## config.mk

```make
export PLATFORM = sky130hd
export DESIGN_NAME = axil_csr_regfile
export DESIGN_NICKNAME = d
export VERILOG_FILES = /design/src/rtl/axil_csr_regfile.sv
export SDC_FILE = /design/constraint.sdc
export NUM_CORES = 1
export LEC_CHECK = 0
export ABC_AREA = 0
export CORE_AREA = 5 5 258 260
export DETAILED_ROUTE_END_ITERATION = 10
export DIE_AREA = 0 0 263 265
export DONT_BUFFER_PORTS = 1
export HOLD_SLACK_MARGIN = 0.1
export PLACE_DENSITY = 0.67
export SLEW_MARGIN = 10
export SYNTH_ARGS = -nofsm -noshare
export SYNTH_HDL_FRONTEND = slang
export SYNTH_SLANG_ARGS = --single-unit
export TNS_END_PERCENT = 30
```

## constraint.sdc

```tcl
create_clock -name clk -period 2.3 [get_ports clk]
set_clock_uncertainty 0.15 [all_clocks]
set_input_delay 0.575 -clock clk [delete_from_list [all_inputs] [get_ports clk]]
set_output_delay 0.575 -clock clk [all_outputs]
set_load 0.01 [all_outputs]
```

## src/rtl/axil_csr_regfile.sv

```systemverilog
// AXI4-Lite slave register file: NUM_REGS read/write words with per-register write pulses.
// Define AXIL_CSR_STRB_EN to add the wstrb port and byte-masked writes; otherwise writes are full-word.
module axil_csr_regfile #(
  parameter int ADDR_WIDTH = 32,
  parameter int DATA_WIDTH = 32,
  parameter int NUM_REGS   = 16
) (
  input  logic                           clk,
  input  logic                           rst_n,
  input  logic                           awvalid,
  output logic                           awready,
  input  logic [ADDR_WIDTH-1:0]          awaddr,
  input  logic                           wvalid,
  output logic                           wready,
  input  logic [DATA_WIDTH-1:0]          wdata,
`ifdef AXIL_CSR_STRB_EN
  input  logic [DATA_WIDTH/8-1:0]        wstrb,
`endif
  output logic                           bvalid,
  input  logic                           bready,
  output logic [1:0]                     bresp,
  input  logic                           arvalid,
  output logic                           arready,
  input  logic [ADDR_WIDTH-1:0]          araddr,
  output logic                           rvalid,
  input  logic                           rready,
  output logic [DATA_WIDTH-1:0]          rdata,
  output logic [1:0]                     rresp,
  output logic [NUM_REGS*DATA_WIDTH-1:0] reg_q,
  output logic [NUM_REGS-1:0]            reg_wr_pulse
);

  localparam int ADDR_LSB = $clog2(DATA_WIDTH/8);
  localparam int IDX_W    = ADDR_WIDTH - ADDR_LSB;
  localparam int SEL_W    = (NUM_REGS > 1) ? $clog2(NUM_REGS) : 1;
  localparam int STRB_W   = DATA_WIDTH/8;
  localparam logic [1:0] RESP_OKAY   = 2'b00;
  localparam logic [1:0] RESP_SLVERR = 2'b10;

  typedef enum logic {W_IDLE, W_RESP} w_state_t;
  typedef enum logic {R_IDLE, R_DATA} r_state_t;

  w_state_t w_state, w_state_n;
  r_state_t r_state, r_state_n;

  logic [DATA_WIDTH-1:0] regs [NUM_REGS];
  logic [STRB_W-1:0]     strb_in;

  logic                  aw_held, aw_held_n, w_held, w_held_n;
  logic [ADDR_WIDTH-1:0] aw_addr_q, aw_addr_n;
  logic [DATA_WIDTH-1:0] w_data_q, w_data_n;
  logic [STRB_W-1:0]     w_strb_q, w_strb_n;
  logic                  awready_n, wready_n, bvalid_n;
  logic [1:0]            bresp_n;
  logic [NUM_REGS-1:0]   pulse_n;
  logic                  wr_en, wr_ok;
  logic [SEL_W-1:0]      wr_sel;

  logic                  arready_n, rvalid_n, rd_ok;
  logic [SEL_W-1:0]      rd_sel;
  logic [DATA_WIDTH-1:0] rdata_n;
  logic [1:0]            rresp_n;

`ifdef AXIL_CSR_STRB_EN
  assign strb_in = wstrb;
`else
  assign strb_in = '1;
`endif

  // Handshake rule on every channel: a beat transfers on a rising edge where valid && ready;
  // the source holds valid and payload steady until then, and every ready/valid here is registered.
  always_comb begin
    w_state_n = w_state;
    aw_held_n = aw_held;
    w_held_n  = w_held;
    aw_addr_n = aw_addr_q;
    w_data_n  = w_data_q;
    w_strb_n  = w_strb_q;
    awready_n = awready;
    wready_n  = wready;
    bvalid_n  = bvalid;
    bresp_n   = bresp;
    pulse_n   = '0;
    wr_en     = 1'b0;
    wr_ok     = aw_addr_n[ADDR_WIDTH-1:ADDR_LSB] < IDX_W'(NUM_REGS);
    wr_sel    = aw_addr_n[ADDR_LSB +: SEL_W];
    case (w_state)
      W_IDLE: begin
        if (awvalid && awready) begin
          aw_held_n = 1'b1;
          aw_addr_n = awaddr;
        end
        if (wvalid && wready) begin
          w_held_n = 1'b1;
          w_data_n = wdata;
          w_strb_n = strb_in;
        end
        wr_ok  = aw_addr_n[ADDR_WIDTH-1:ADDR_LSB] < IDX_W'(NUM_REGS);
        wr_sel = aw_addr_n[ADDR_LSB +: SEL_W];
        if (aw_held_n && w_held_n) begin
          wr_en     = wr_ok;
          if (wr_ok) pulse_n[wr_sel] = 1'b1;
          bvalid_n  = 1'b1;
          bresp_n   = wr_ok ? RESP_OKAY : RESP_SLVERR;
          aw_held_n = 1'b0;
          w_held_n  = 1'b0;
          awready_n = 1'b0;
          wready_n  = 1'b0;
          w_state_n = W_RESP;
        end else begin
          awready_n = !aw_held_n;
          wready_n  = !w_held_n;
        end
      end
      W_RESP: begin
        if (bready) begin
          bvalid_n  = 1'b0;
          awready_n = 1'b1;
          wready_n  = 1'b1;
          w_state_n = W_IDLE;
        end
      end
      default: w_state_n = W_IDLE;
    endcase
  end

  // rdata is taken from the registers before this edge's write, so a colliding read sees the old value.
  always_comb begin
    r_state_n = r_state;
    arready_n = arready;
    rvalid_n  = rvalid;
    rdata_n   = rdata;
    rresp_n   = rresp;
    rd_ok     = araddr[ADDR_WIDTH-1:ADDR_LSB] < IDX_W'(NUM_REGS);
    rd_sel    = araddr[ADDR_LSB +: SEL_W];
    case (r_state)
      R_IDLE: begin
        if (arvalid && arready) begin
          arready_n = 1'b0;
          rvalid_n  = 1'b1;
          rdata_n   = rd_ok ? regs[rd_sel] : '0;
          rresp_n   = rd_ok ? RESP_OKAY : RESP_SLVERR;
          r_state_n = R_DATA;
        end else begin
          arready_n = 1'b1;
        end
      end
      R_DATA: begin
        if (rready) begin
          rvalid_n  = 1'b0;
          arready_n = 1'b1;
          r_state_n = R_IDLE;
        end
      end
      default: r_state_n = R_IDLE;
    endcase
  end

  always_ff @(posedge clk or negedge rst_n) begin
    if (!rst_n) begin
      w_state      <= W_IDLE;
      r_state      <= R_IDLE;
      aw_held      <= 1'b0;
      w_held       <= 1'b0;
      aw_addr_q    <= '0;
      w_data_q     <= '0;
      w_strb_q     <= '0;
      awready      <= 1'b0;
      wready       <= 1'b0;
      bvalid       <= 1'b0;
      bresp        <= '0;
      reg_wr_pulse <= '0;
      arready      <= 1'b0;
      rvalid       <= 1'b0;
      rdata        <= '0;
      rresp        <= '0;
    end else begin
      w_state      <= w_state_n;
      r_state      <= r_state_n;
      aw_held      <= aw_held_n;
      w_held       <= w_held_n;
      aw_addr_q    <= aw_addr_n;
      w_data_q     <= w_data_n;
      w_strb_q     <= w_strb_n;
      awready      <= awready_n;
      wready       <= wready_n;
      bvalid       <= bvalid_n;
      bresp        <= bresp_n;
      reg_wr_pulse <= pulse_n;
      arready      <= arready_n;
      rvalid       <= rvalid_n;
      rdata        <= rdata_n;
      rresp        <= rresp_n;
    end
  end

  always_ff @(posedge clk or negedge rst_n) begin
    if (!rst_n) begin
      for (int i = 0; i < NUM_REGS; i++) regs[i] <= '0;
    end else if (wr_en) begin
      for (int k = 0; k < STRB_W; k++) begin
        if (w_strb_n[k]) regs[wr_sel][k*8 +: 8] <= w_data_n[k*8 +: 8];
      end
    end
  end

  for (genvar g = 0; g < NUM_REGS; g++) begin : g_reg_q
    assign reg_q[g*DATA_WIDTH +: DATA_WIDTH] = regs[g];
  end

endmodule

```

==> results of run 1 <==
## cells in the final DEF (no fill, tap or decap), drive strengths merged
cell type    count
or4              2
and4             1
nor4b            1
nand4           68
and3             1
clkinv          11
nand2b           5
conb             2
clkbuf          94
nor2            28
buf            124
nand3b           2
nor2b            8
mux4           160
a21oi            5
o21a             2
mux2i           10
a221oi           1
inv             39
a21o             1
clkinvlp         4
o21ai           35
diode            2
nand2           50
mux2           580
bufinv           8
nor4            19
or2              1
dlygate4sd3     34
nand3            3
dfrtp          637
nor3            15
## worst min path at each step
stage / startpoint / end / slack (ns) / depth (start not counted)
global placement: rst_n / reg_q[36]$_DFFE_PN0P_ / 0.14 / 0
global route: rst_n / reg_q[485]$_DFFE_PN0P_ / -0.53 / 0
floorplan: rst_n / arready$_DFFE_PN0P_ / 0.13 / 0
CTS: rst_n / reg_q[36]$_DFFE_PN0P_ / -0.52 / 0
finish: rst_n / reg_q[453]$_DFFE_PN0P_ / -0.49 / 0
detailed placement: rst_n / reg_q[36]$_DFFE_PN0P_ / 0.15 / 0
## what timing repair did
| item | 4_1_cts | 5_1_grt |
|---|---|---|
| setup endpoints to repair | 518 | 529 |
| pin swaps | 9 | 3 |
| resized for setup | 38 | 14 |
| buffers inserted | 8 | 4 |
| cloned | 1 | 1 |
| endpoints found under the hold margin | 678 | 637 |
## registers in the layout, indices dropped and copies added (netlist names), 4 cells and up
| register | count |
|---|---|
| rdata | 32 |
| reg_q | 512 |
| aw_addr_q | 30 |
| w_strb_q | 4 |
| w_data_q | 32 |
| reg_wr_pulse | 16 |
## cell type report
class                   count  area [sq um]
clock buffers              94          2010
repair buffers            158          2180
diodes                      2          5.00
well taps                 855          1070
flip-flops and latches    637         15900
fillers                  5027         29500
inverters                  35           131
multi-input cells        1000         12600
clock inverters            27           419
## stage by stage
step           instance area, sq um  setup slack, ns  power, mW
6_report                      34400           -0.287       28.4
3_5_place_dp                  31200           -0.690       16.5
3_3_place_gp                  31200           -0.681       16.3
2_1_floorplan                 29100           -0.213       15.1
4_1_cts                       34300           -0.252       28.5
5_1_grt                       34400           -0.351       29.4
## per-layer routing
metal	vias up	global-route usage (%)	part of all wire, %
li1	6963	-	-
met1	9562	32.7	37
met2	910	45.0	50
met3	202	11.0	10
met4	0	7.99	3.1
met5	-	0	0
## report_power, final
group          internal [mW]  switching (mW)  leakage [nW]  total [mW]
combinational           1.45            2.92          6.00        4.37
sequential              11.9           0.348          8.71        12.2
clock                   7.10            4.72          1.18        11.8
## worst reg2reg max path, delay by kind of cell, from the launching register on
kind / cells / cell delay, ns
flops: 1 / 0.37
buf+inv: 4 / 0.68
simple gates: 3 / 0.72
mux: 1 / 0.28
compound gates: 1 / 0.27
## cell families (layout without fill, tap and decap cells)
kind of cell    count (synthesis)  count (layout)
mux                           750             750
buf+inv                       141             314
flops                         637             637
other cells                     1               4
compound gates                 44              44
simple gates                  203             204
==> results by group, run 1 <==
Synth
  – Synth Area in XOR/XNOR: 0%
  – Synth Area in Simple Gates: between 6 and 7%
  – Synth cell types: 34
  – Top cell type by total area after synthesis: dfrtp_1
  – Post-Synth Adder-Cell Area: 0%
  – EDFF count, synth: 0
  – Post-synth top cells: 637 x dfrtp_1, 579 x mux2_2, 160 x mux4_2, 61 x clkbuf_1, 49 x nand4_4
  – Mapped Cells: approximately 1,800
  – Ys async rst share: 100%
  – Mapped cell area: around 29,000 sq um
  – Area share of the largest cell type after synthesis: 55.1%
  – Sequential area share after synthesis: a little under three fifths
  – Seq cells post-synth: 637
  – Count leader, synth: dfrtp_1
  – Post-synthesis mux area share: a little over a third
  – Main combinational cell family by area after synthesis: multiplexers
  – Main synth FF type: dfrtp_1
  – Synth Area per Inst: 16.3 sq um
  – Syn. warnings: 0
  – Top cells by area, synth: dfrtp_1 55%, mux2_2 23%, mux4_2 12%
  – Synth Area in Compound Gates: less than 1%

Outcome
  – Failing checks: negative hold slack, max-slew violations, negative setup slack
  – Status: finished, violations left

Detailed routing
  – DRC viols: 0
  – Routed len/inst: between 30 and 40 um
  – Drt pass-1 iters: 5
  – Via count: 17,600
  – Via density: roughly 6.3
  – Post-Route WL: ~97 mm
  – Initial DRC Count: between 1,000 and 1,500
  – Antenna Violating Nets Remaining: 0

Floorplan
  – Initial core utilization: between 40% and 50%
  – Io pins: 672
  – Width of the chip: roughly 260 um
  – Num rows: between 90 and 100
  – Die area: 69,700 sq um
  – Die Y: 265 um
  – Core area: 63,900 sq um

Timing
  – Final Cycle Share: 112%
  – Setup WS post-layout: -0.287 ns
  – Worst rel slew slack: -109%
  – Worst-Margin Slew: approximately 3.1 ns
  – Max Slew Vio Count: around 430
  – Period minus WS final: ~2.6 ns
  – Final Setup Violations: ~510
  – Hold_ws: -0.486 ns
  – Hold Fails Final Rpt: roughly 280
  – Setup TNS: -85.43 ns
  – RSZ-0062 raised after global routing: true
  – Fmax: 0.387 GHz

Global route
  – Vias in the first global route: ~19,000
  – Pin count of the biggest net entering global routing: around 640
  – Initial antenna violation count: 1
  – Total global-route track usage: 27.0%
  – Congestion Overflow GR: 0
  – First-pass GRT wire length: roughly 140 mm

Clock network
  – CTS max path bufs: 3
  – Htree depth: 3
  – Clock Sinks: about 640
  – TritonCTS clock tree: built
  – Clock Latency Late Sink: slightly above 0.6 ns
  – Clk slew on worst S/H paths: approximately 0.060 ns
  – Hold buffers post-CTS: 34
  – CTS buffer count: 70
  – CTS root buf: clkbuf_16

Worst setup path
  – CP top delay family: simple AND/OR/NAND/NOR gates
  – Slowest-stage cell, CP: or4_4
  – RR Startpoint: awready$_DFFE_PN0P_
  – Critical path launch point type: register
  – Stages on the worst setup path: 9
  – Crit path largest cell delay: around 0.43 ns
  – Critical Path End Type: register
  – Crit path max fanout: 9
  – Crit path kind: reg2reg
  – Worst setup path start: awready$_DFFE_PN0P_
  – CP Data Required Time: 2.63 ns
  – Worst Path Buf+Inv: 4
  – Worst r2r dst: reg_q[473]$_DFFE_PN0P_
  – Reg2reg setup slack: -0.29 ns
  – Crit path cell chain: nand2_1 > or4_4 > a221oi_4 > buf_6 > buf_12 > buf_12 > nand4_1 > buf_6 > mux2_2
  – CP endpoint: reg_q[473]$_DFFE_PN0P_
  – Arr. time, crit path: 2.91 ns
  – Reg2reg path depth: 9

Final layout
  – Post-layout utilization of the core: 53.8%
  – Non-Filler Instances: 2,808
  – Nets@finish: about 2,000
  – Share of cells above drive strength 1: between 50% and 60%
  – Area delta synth->final: 18.8%

Run
  – Max_cap viols: 0

Pwr
  – Leak pwr: around 16 nW
  – Max VDD drop: between 0.0009 and 0.001 V
  – PD cells: 826 nW/um^2

Placement
  – I/O Buffers: 0
  – Gp weighted congestion: 0.897
  – Inst Count DP: around 2,600
  – Final HPWL DP: about 66 mm

Worst hold path
  – Min-Delay Path Class: in2async
Note: power is estimated with default switching activity, not from simulation.
==> inputs of run 2 (changes only) <==
Settings changed: ABC_CLOCK_PERIOD_IN_PS from default to 2300.
==> results of run 2 <==
Same layout as run 1: the final DEF is identical, and so are final timing and power.
